## config.mk

```make
export PLATFORM = sky130hd
export DESIGN_NAME = id_operand_stage_flat
export DESIGN_NICKNAME = d
export VERILOG_FILES = /design/src/rtl/id_operand_stage_if.sv /design/src/rtl/id_operand_stage.sv /design/src/flat_wrapper.sv
export SDC_FILE = /design/constraint.sdc
export NUM_CORES = 1
export LEC_CHECK = 0
export CAP_MARGIN = 10
export CORE_AREA = 2 2 153 155
export CTS_CLUSTER_DIAMETER = 50
export DETAILED_ROUTE_END_ITERATION = 8
export DIE_AREA = 0 0 155 157
export PLACE_DENSITY = 0.61
export SYNTH_ARGS = -nofsm -noshare
export SYNTH_HDL_FRONTEND = slang
export SYNTH_SLANG_ARGS = --single-unit
```

## constraint.sdc

```tcl
create_clock -name clk -period 3.4 [get_ports clk]
set_clock_uncertainty 0.1 [all_clocks]
set_input_delay 0.51 -clock clk [delete_from_list [all_inputs] [get_ports clk]]
set_output_delay 0.51 -clock clk [all_outputs]
set_load 0.1 [all_outputs]
```

## src/rtl/id_operand_stage_if.sv

```systemverilog
// IF-to-ID bus plus the decoded ID-stage outputs (instruction, operands, interlock).
// The stage is the slave; the upstream driver / consumer side is the master.
interface id_operand_stage_if #(
   parameter int PCW = 32,
   parameter int DW  = 32
);
   logic           in_valid;
   logic [PCW-1:0] in_pc;
   logic [31:0]    inst_rdata;
   logic           out_valid;
   logic [PCW-1:0] out_pc;
   logic [31:0]    out_inst;
   logic [DW-1:0]  opnd1;
   logic [DW-1:0]  opnd2;
   logic           stallreq;

   modport master (
      output in_valid, in_pc, inst_rdata,
      input  out_valid, out_pc, out_inst, opnd1, opnd2, stallreq
   );

   modport slave (
      input  in_valid, in_pc, inst_rdata,
      output out_valid, out_pc, out_inst, opnd1, opnd2, stallreq
   );
endinterface

```

## src/rtl/id_operand_stage.sv

```systemverilog
// ID stage: IF/ID pipeline register, SRAM hold buffer, forwarded operand
// resolution and load-use interlock with a saturating stall counter.
module id_opnd_resolve #(
   parameter int DW   = 32,
   parameter int AW   = 5,
   parameter int NSRC = 3
) (
   input  logic [AW-1:0]      addr,
   input  logic [DW-1:0]      rf_rdata,
   input  logic [NSRC-1:0]    fwd_we,
   input  logic [NSRC-1:0]    fwd_is_load,
   input  logic [NSRC*AW-1:0] fwd_waddr,
   input  logic [NSRC*DW-1:0] fwd_wdata,
   output logic [DW-1:0]      value,
   output logic               load_hit
);
   // Walk oldest to youngest so the lowest matching index wins last.
   always_comb begin
      value    = rf_rdata;
      load_hit = 1'b0;
      for (int i = NSRC-1; i >= 0; i--) begin
         if (fwd_we[i] && (fwd_waddr[i*AW +: AW] == addr)) begin
            value    = fwd_wdata[i*DW +: DW];
            load_hit = fwd_is_load[i];
         end
      end
      if (addr == '0) begin
         value    = '0;
         load_hit = 1'b0;
      end
   end
endmodule

module id_operand_stage #(
   parameter int DW   = 32,
   parameter int AW   = 5,
   parameter int NSRC = 3,
   parameter int PCW  = 32
) (
   input  logic               clk,
   input  logic               rst,
   input  logic               stall_if,
   input  logic               stall_id,
   id_operand_stage_if.slave  bus,
   output logic [AW-1:0]      rf_raddr1,
   output logic [AW-1:0]      rf_raddr2,
   input  logic [DW-1:0]      rf_rdata1,
   input  logic [DW-1:0]      rf_rdata2,
   input  logic [NSRC-1:0]    fwd_we,
   input  logic [NSRC-1:0]    fwd_is_load,
   input  logic [NSRC*AW-1:0] fwd_waddr,
   input  logic [NSRC*DW-1:0] fwd_wdata,
   output logic [7:0]         stall_cnt
);
   logic           valid_q;
   logic [PCW-1:0] pc_q;
   logic           hold_v;
   logic [31:0]    hold_inst;
   logic [31:0]    inst;
   logic           bubble;

   logic [1:0][AW-1:0] raddr;
   logic [1:0][DW-1:0] rdata;
   logic [1:0][DW-1:0] opnd;
   logic [1:0]         load_hit;

   assign bubble = stall_if && !stall_id;

   always_ff @(posedge clk) begin
      if (rst || bubble) begin
         valid_q <= 1'b0;
         pc_q    <= '0;
      end else if (!stall_if) begin
         valid_q <= bus.in_valid;
         pc_q    <= bus.in_pc;
      end
   end

   // The SRAM output only lasts one cycle after capture; freeze it for the stall.
   always_ff @(posedge clk) begin
      if (rst) begin
         hold_v    <= 1'b0;
         hold_inst <= '0;
      end else if (bubble || !stall_if) begin
         hold_v    <= 1'b0;
      end else if (valid_q && !hold_v) begin
         hold_v    <= 1'b1;
         hold_inst <= bus.inst_rdata;
      end
   end

   assign inst = hold_v ? hold_inst : (valid_q ? bus.inst_rdata : 32'h0);

   assign raddr[0]  = AW'(inst[25:21]);
   assign raddr[1]  = AW'(inst[20:16]);
   assign rdata[0]  = rf_rdata1;
   assign rdata[1]  = rf_rdata2;
   assign rf_raddr1 = raddr[0];
   assign rf_raddr2 = raddr[1];

   for (genvar g = 0; g < 2; g++) begin : g_res
      id_opnd_resolve #(.DW(DW), .AW(AW), .NSRC(NSRC)) u_res (
         .addr        (raddr[g]),
         .rf_rdata    (rdata[g]),
         .fwd_we      (fwd_we),
         .fwd_is_load (fwd_is_load),
         .fwd_waddr   (fwd_waddr),
         .fwd_wdata   (fwd_wdata),
         .value       (opnd[g]),
         .load_hit    (load_hit[g])
      );
   end

   assign bus.out_valid = valid_q;
   assign bus.out_pc    = pc_q;
   assign bus.out_inst  = inst;
   assign bus.opnd1     = opnd[0];
   assign bus.opnd2     = opnd[1];
   assign bus.stallreq  = valid_q && (|load_hit);

   always_ff @(posedge clk) begin
      if (rst || !bus.stallreq)
         stall_cnt <= '0;
      else if (stall_cnt != 8'hFF)
         stall_cnt <= stall_cnt + 8'd1;
   end
endmodule

```

## src/flat_wrapper.sv

```systemverilog
// flat-port wrapper written by rule: the top's interface ports become plain ports
module id_operand_stage_flat 
#(
   parameter int DW   = 32,
   parameter int AW   = 5,
   parameter int NSRC = 3,
   parameter int PCW  = 32
)
  (clk, rst, stall_if, stall_id, rf_raddr1, rf_raddr2, rf_rdata1, rf_rdata2, fwd_we, fwd_is_load, fwd_waddr, fwd_wdata, stall_cnt, bus_in_valid, bus_in_pc, bus_inst_rdata, bus_out_valid, bus_out_pc, bus_out_inst, bus_opnd1, bus_opnd2, bus_stallreq);
  id_operand_stage_if #(.PCW(PCW), .DW(DW)) bus_i ();
  input  logic clk;
  input  logic rst;
  input  logic stall_if;
  input  logic stall_id;
  output logic [AW-1:0] rf_raddr1;
  output logic [AW-1:0] rf_raddr2;
  input  logic [DW-1:0] rf_rdata1;
  input  logic [DW-1:0] rf_rdata2;
  input  logic [NSRC-1:0] fwd_we;
  input  logic [NSRC-1:0] fwd_is_load;
  input  logic [NSRC*AW-1:0] fwd_waddr;
  input  logic [NSRC*DW-1:0] fwd_wdata;
  output logic [7:0] stall_cnt;
  input wire logic [$bits(bus_i.in_valid)-1:0] bus_in_valid;
  input wire logic [$bits(bus_i.in_pc)-1:0] bus_in_pc;
  input wire logic [$bits(bus_i.inst_rdata)-1:0] bus_inst_rdata;
  output wire logic [$bits(bus_i.out_valid)-1:0] bus_out_valid;
  output wire logic [$bits(bus_i.out_pc)-1:0] bus_out_pc;
  output wire logic [$bits(bus_i.out_inst)-1:0] bus_out_inst;
  output wire logic [$bits(bus_i.opnd1)-1:0] bus_opnd1;
  output wire logic [$bits(bus_i.opnd2)-1:0] bus_opnd2;
  output wire logic [$bits(bus_i.stallreq)-1:0] bus_stallreq;
  assign bus_i.in_valid = bus_in_valid;
  assign bus_i.in_pc = bus_in_pc;
  assign bus_i.inst_rdata = bus_inst_rdata;
  assign bus_out_valid = bus_i.out_valid;
  assign bus_out_pc = bus_i.out_pc;
  assign bus_out_inst = bus_i.out_inst;
  assign bus_opnd1 = bus_i.opnd1;
  assign bus_opnd2 = bus_i.opnd2;
  assign bus_stallreq = bus_i.stallreq;
  id_operand_stage #(.DW(DW), .AW(AW), .NSRC(NSRC), .PCW(PCW)) u_core (.clk(clk), .rst(rst), .stall_if(stall_if), .stall_id(stall_id), .bus(bus_i), .rf_raddr1(rf_raddr1), .rf_raddr2(rf_raddr2), .rf_rdata1(rf_rdata1), .rf_rdata2(rf_rdata2), .fwd_we(fwd_we), .fwd_is_load(fwd_is_load), .fwd_waddr(fwd_waddr), .fwd_wdata(fwd_wdata), .stall_cnt(stall_cnt));
endmodule
```

[Word level (Yosys, flattened, before mapping)]
Cells that the tools add are included.
Operators by class
  reductions and logical operators: 21
  bitwise logic cells: 1
  eq/ne operators: 7
  multiplexer cells: 18
  $add $sub $neg: 1
Operator list (number)
  $mux W32: 10
  $eq A5 B5 Y1: 6
  $logic_not A5 Y1: 2
  $logic_and A1 B1 Y1: 9
  $add A8 B1 Y8 const B: 1
  $mux W1: 8
  $ne A8 B8 Y1 const B: 1
  $logic_not A1 Y1: 4
  $reduce_or A2 Y1: 2
  $logic_or A1 B1 Y1: 3
  $reduce_and A2 Y1: 1
  $not A1 Y1: 1
Word-level totals
  output and inout bits: 148
  register bits after elaboration: 74
  word-level logic and storage cells: 53
  input port bits: 250

[Longest topological paths before layout]
  depth after elaboration: 12
  gate-level depth with buffers: 11
  mapped depth without buffers: 7

[Cells and area by module]
Synthesis repeated with hierarchy kept, for this count alone.
Unflattened totals
  cell total of the unflattened synthesis: 717
  area, all modules: 5963.2 um^2
Modules (own cells, without submodules)
  id_operand_stage: area each 3115.5 um^2, instances 1, cells each 351, sequential area each 1481.4 um^2
  id_opnd_resolve: area each 1423.9 um^2, instances 2, cells each 183, sequential area each 0.0 um^2

[Worst setup path after synthesis]
No wires, ideal clock.
  path type: register to output
  start: register u_core.valid_q (netlist: u_core.bus.out_valid)
  end: output port bus_opnd1[30]
  slack: -3.376 ns
  required time: 2.790 ns
  cell stages (with the launch flop): 9
  data arrival time: 6.166 ns
  path buffers: 2
  cells stage by stage: dfxtp_1 -> nand2_1 -> o21ai_1 -> o221ai_1 -> nor4_1 -> buf_2 -> buf_4 -> a211oi_1 -> o32ai_1
Between the ends
  cells in the longest elaborated chain, start to end: 8
RTL lines
  start, declared: line id_operand_stage.sv:55  | logic valid_q;
  start signal, assigned: line id_operand_stage.sv:74  | valid_q <= bus.in_valid;
  $mux W32 (*) (2 in a row): line id_operand_stage.sv:92  | assign inst = hold_v ? hold_inst : (valid_q ? bus.inst_rdata : 32'h0);
  via bus_out_inst[23]: line flat_wrapper.sv:29  | output wire logic [$bits(bus_i.out_inst)-1:0] bus_out_inst;
  $eq A5 B5 Y1: line id_operand_stage.sv:22  | if (fwd_we[i] && (fwd_waddr[i*AW +: AW] == addr)) begin
  $logic_and A1 B1 Y1: line id_operand_stage.sv:22
  $mux W32 (3 in a row): line id_operand_stage.sv:22
  $mux W32 (*): line id_operand_stage.sv:27  | if (addr == '0) begin
  end, declared: line flat_wrapper.sv:30  | output wire logic [$bits(bus_i.opnd1)-1:0] bus_opnd1;
The timed path passes the listed nets; every way through them passes the cells marked *.

[Worst setup path in the final report]
  start: input port bus_inst_rdata[18]
  end: output port bus_opnd2[21]
Between the ends
  cells in the longest elaborated chain, start to end: 8
RTL lines
  start, declared: line flat_wrapper.sv:26  | input wire logic [$bits(bus_i.inst_rdata)-1:0] bus_inst_rdata;
  $mux W32 (*) (2 in a row): line id_operand_stage.sv:92
  $eq A5 B5 Y1: line id_operand_stage.sv:22
  $logic_and A1 B1 Y1: line id_operand_stage.sv:22
  $mux W32 (3 in a row): line id_operand_stage.sv:22
  $mux W32 (*): line id_operand_stage.sv:27
  end, declared: line flat_wrapper.sv:31  | output wire logic [$bits(bus_i.opnd2)-1:0] bus_opnd2;
Every way passes the cells marked *; elsewhere a longest branch is shown, timed or not.

==> impl_metrics.xml <==
<?xml version="1.0" encoding="UTF-8"?>
<metrics>
  <group name="synth">
    <metric name="synth-simple-area-share" unit="%">24.5</metric>
    <metric name="synth-warning-count" unit="">0</metric>
    <metric name="async_flop_share" unit="%">0</metric>
    <metric name="ys_seq_area_share" unit="%">23.3</metric>
    <metric name="synth_top_flop_cell" unit="">sky130_fd_sc_hd__dfxtp_1</metric>
    <metric name="post_synth.cell_area_avg" unit="sq um">7.32</metric>
    <metric name="synth.net_count" unit="">1118</metric>
    <metric name="synth.lib_cells_used.distinct" unit="">63</metric>
    <metric name="post_synth_xor_area_fraction" unit="%">4.28</metric>
    <metric name="muxShareOfSynthArea" unit="%">11.2</metric>
    <metric name="synth_edf_count" unit="">0</metric>
    <metric name="synth-adder-area-share" unit="%">0.197</metric>
    <metric name="mappedNetlistArea" unit="sq um">6350</metric>
    <metric name="synth_top_family_by_area" unit="">compound AO/OA/AOI/OAI gates</metric>
    <metric name="synth_compound_gate_area_share" unit="%">28.4</metric>
    <metric name="count_of_mapped_cells_out_of_synthesis" unit="">867</metric>
    <metric name="ys_ff_latch" unit="">74</metric>
  </group>
  <group name="setup_path">
    <metric name="arrival" unit="ps">2900</metric>
    <metric name="critPathMaxStageDelay" unit="ps">270</metric>
    <metric name="critical-path-slowest-cell" unit="">sky130_fd_sc_hd__and4bb_2</metric>
    <metric name="critPathRequiredTime" unit="ps">2790</metric>
    <metric name="setup.worst_path.end_class" unit="">output pin</metric>
    <metric name="crit_chain" unit="">clkdlybuf4s15_1 &gt; buf_4 &gt; and4bb_2 &gt; nand2_1 &gt; a32o_2 &gt; nor4_4 &gt; buf_6 &gt; buf_16 &gt; mux2i_1 &gt; a211oi_2 &gt; a31o_4 &gt; buf_12</metric>
    <metric name="worst-setup-path-type" unit="">input pin to output pin</metric>
    <metric name="crit_fanout" unit="">12</metric>
    <metric name="worstSetupStartpointType" unit="">input pin</metric>
  </group>
  <group name="timing">
    <metric name="finalWorstSetupSlack" unit="ps">-115</metric>
    <metric name="timing.final.hold_violations" unit="">0</metric>
    <metric name="timing.hold.ws" unit="ps">355</metric>
    <metric name="rsz0062_at_grt" unit="">true</metric>
    <metric name="period_minus_slack" unit="ps">3510</metric>
    <metric name="timing.fmax" unit="MHz">285</metric>
    <metric name="worst_slew_margin_rel" unit="%">32.5</metric>
    <metric name="final_max_slew_viol_count" unit="">0</metric>
    <metric name="final_min_period_over_clock_period" unit="%">103</metric>
    <metric name="worst-slew-pin-transition" unit="ps">1010</metric>
    <metric name="finalSetupViolCount" unit="">34</metric>
  </group>
  <group name="pwr">
    <metric name="power_leakage" unit="nW">5.65</metric>
    <metric name="max-vdd-ir-drop" unit="uV">427</metric>
    <metric name="power_per_cell_area" unit="nW/um^2">288</metric>
  </group>
  <group name="cts">
    <metric name="cts-htree-levels" unit="">3</metric>
    <metric name="cts_max_path_buffers" unit="">2</metric>
    <metric name="holdBufCountCts" unit="">0</metric>
    <metric name="cts_tree" unit="">done</metric>
    <metric name="cts.clk_slew.worst_paths" unit="ps">60</metric>
    <metric name="root_buffer" unit="">sky130_fd_sc_hd__clkbuf_16</metric>
    <metric name="cts_inserted_buffers" unit="">9</metric>
    <metric name="clkLatencyLatePin" unit="ps">330</metric>
    <metric name="clkSinkCount" unit="">74</metric>
  </group>
  <group name="die">
    <metric name="io_pins" unit="">398</metric>
    <metric name="die-area" unit="sq um">24300</metric>
    <metric name="die_h" unit="um">157</metric>
    <metric name="die-width" unit="um">155</metric>
    <metric name="starting_density_of_the_core" unit="%">28.2</metric>
    <metric name="floorplan.core_area" unit="sq um">22500</metric>
    <metric name="placement_rows" unit="">55</metric>
  </group>
  <group name="final_layout">
    <metric name="num-nets-final" unit="">1585</metric>
    <metric name="layout_fillers" unit="">1776</metric>
    <metric name="final_layout_size_suffix_gt1_share" unit="%">41.0</metric>
    <metric name="layout_commonest_cell" unit="">sky130_fd_sc_hd__clkdlybuf4s50_1</metric>
    <metric name="most_frequent_cells_in_the_layout" unit="">sky130_fd_sc_hd__clkdlybuf4s50_1, sky130_fd_sc_hd__buf_4, sky130_fd_sc_hd__nand2_1</metric>
    <metric name="synthToLayoutAreaGrowth" unit="%">135</metric>
    <metric name="layout.core_utilization" unit="%">66.4</metric>
  </group>
  <group name="run_status">
    <metric name="status" unit="">finished, violations left</metric>
    <metric name="failed_checks" unit="">negative setup slack</metric>
  </group>
  <group name="detailed_routing">
    <metric name="detail_route.wirelength" unit="mm">35.4</metric>
    <metric name="routed_wire_length_per_instance" unit="um">21.8</metric>
    <metric name="routed-via-count" unit="">8617</metric>
    <metric name="drtPass1Iterations" unit="">5</metric>
    <metric name="vias_per_cell" unit="">5.30</metric>
    <metric name="postRouteAntennaNets" unit="">0</metric>
    <metric name="drt-initial-drc-count" unit="">333</metric>
    <metric name="detail_route.drc_violations" unit="">0</metric>
  </group>
  <group name="grt">
    <metric name="grt_pass1_vias" unit="">8524</metric>
    <metric name="grt_use_total" unit="%">26.7</metric>
    <metric name="antenna_violations_before_repair" unit="">5</metric>
    <metric name="grt_start_max_net_pins" unit="">36</metric>
    <metric name="globalRouteOverflowTotal" unit="">0</metric>
    <metric name="grt_first_pass_wirelength" unit="mm">50.3</metric>
  </group>
  <group name="place">
    <metric name="portBuffers" unit="">397</metric>
    <metric name="finalWeightedCongestion" unit="">0.874</metric>
    <metric name="place_hpwl" unit="mm">25.1</metric>
  </group>
  <group name="worst_hold_path">
    <metric name="worst_hold_class" unit="">flip-flop to flip-flop</metric>
  </group>
  <group name="job">
    <metric name="timing.max_cap.violations" unit="">0</metric>
  </group>
</metrics>
-- kinds of logic after synthesis --
family,count (synthesis)
simple gates,342
compound gates,242
buf+inv,106
flops,74
mux,71
xor+xnor,31
fa+ha+maj,1
-- power by group --
| part | internal (mW) | leakage [nW] | switching [mW] |
|---|---|---|---|
| Clock | 0.641 | 0.151 | 0.370 |
| Combinational | 1.03 | 4.89 | 1.36 |
| Sequential | 0.891 | 0.603 | 0.0172 |
| Total | 2.56 | 5.65 | 1.74 |
-- sequential cells by signal, summed over array words and instances (netlist names) --
register and count:
u_core.bus.out_pc 32, u_core.bus.out_valid 1, u_core.hold_inst 32, u_core.hold_v 1, u_core.stall_cnt 8
-- worst max-delay path: cells and delay by family --
family          cells  cell delay, ps
compound gates      3             600
mux                 1             250
buf+inv             5             990
simple gates        3             540
-- cells in the mapped netlist (7+ instances only) --
| cell type | count | area (sq um) |
|---|---|---|
| sky130_fd_sc_hd__nand2_1 | 133 | 499 |
| sky130_fd_sc_hd__nor2_1 | 115 | 432 |
| sky130_fd_sc_hd__dfxtp_1 | 74 | 1480 |
| sky130_fd_sc_hd__mux2i_1 | 70 | 701 |
| sky130_fd_sc_hd__a211oi_1 | 63 | 473 |
| sky130_fd_sc_hd__clkbuf_1 | 51 | 191 |
| sky130_fd_sc_hd__a21oi_1 | 37 | 185 |
| sky130_fd_sc_hd__nor2b_1 | 35 | 219 |
| sky130_fd_sc_hd__o32ai_1 | 29 | 254 |
| sky130_fd_sc_hd__buf_2 | 21 | 105 |
| sky130_fd_sc_hd__o21ai_0 | 21 | 105 |
| sky130_fd_sc_hd__a31o_1 | 19 | 166 |
| sky130_fd_sc_hd__xor2_1 | 19 | 166 |
| sky130_fd_sc_hd__buf_4 | 17 | 128 |
| sky130_fd_sc_hd__a22o_1 | 16 | 140 |
| sky130_fd_sc_hd__a31o_2 | 14 | 123 |
| sky130_fd_sc_hd__nand3_1 | 13 | 65.1 |
| sky130_fd_sc_hd__xnor2_1 | 12 | 105 |
| sky130_fd_sc_hd__inv_1 | 8 | 30.0 |
| sky130_fd_sc_hd__a21o_1 | 7 | 52.6 |
-- worst paths after layout --
kind / start / endpoint / slack (ps) / cells past startpoint
max: bus_inst_rdata[18] / bus_opnd2[21] / -110 / 12
min: u_core.hold_inst[8] / u_core.hold_inst[8] / 350 / 2
max reg2reg: u_core.hold_v / u_core.stall_cnt[6] / 510 / 15
min reg2reg: u_core.hold_inst[8] / u_core.hold_inst[8] / 350 / 2
-- repair_timing --
item / in CTS / in global routing
buffers inserted: 24 / 12
resized for setup: 110 / 128
pin swaps: 20 / 26
cloned: 9 / 10
setup endpoints to repair: 65 / 65
-- final cells by class --
class / count / area, sq um / area share (%)
Clock buffer: 9 / 225 / 1.51
Sequential cell: 74 / 1490 / 9.96
Antenna cell: 3 / 7.51 / 0.0502
Tap cell: 285 / 357 / 2.39
Multi-Input combinational cell: 688 / 6190 / 41.4
Timing Repair Buffer: 553 / 6560 / 43.9
Clock inverter: 7 / 93.8 / 0.628
Inverter: 8 / 30.0 / 0.201
-- per-stage QoR --
stage | total power, mW | setup WS (ps) | setup TNS (ps) | instance area (sq um) | instances
2_1_floorplan | 2.19 | -366 | -10540 | 7530 | 867
3_3_place_gp | 3.08 | -308 | -13180 | 13000 | 1553
3_5_place_dp | 3.09 | -338 | -14900 | 13000 | 1553
4_1_cts | 4.24 | -87.8 | -1880 | 14100 | 1602
5_1_grt | 4.44 | -179 | -5790 | 14900 | 1625
6_report | 4.30 | -115 | -2340 | 14900 | 1627
-- metal layers --
metal / global-route usage, % / up-vias / share of wire [%]
li1: - / 4073 / -
met1: 31.6 / 4076 / 38
met2: 46.6 / 395 / 49
met3: 7.46 / 67 / 8.9
met4: 9.04 / 6 / 3.6
met5: 0 / - / 0.099
Note: power is estimated with default switching activity, not from simulation.
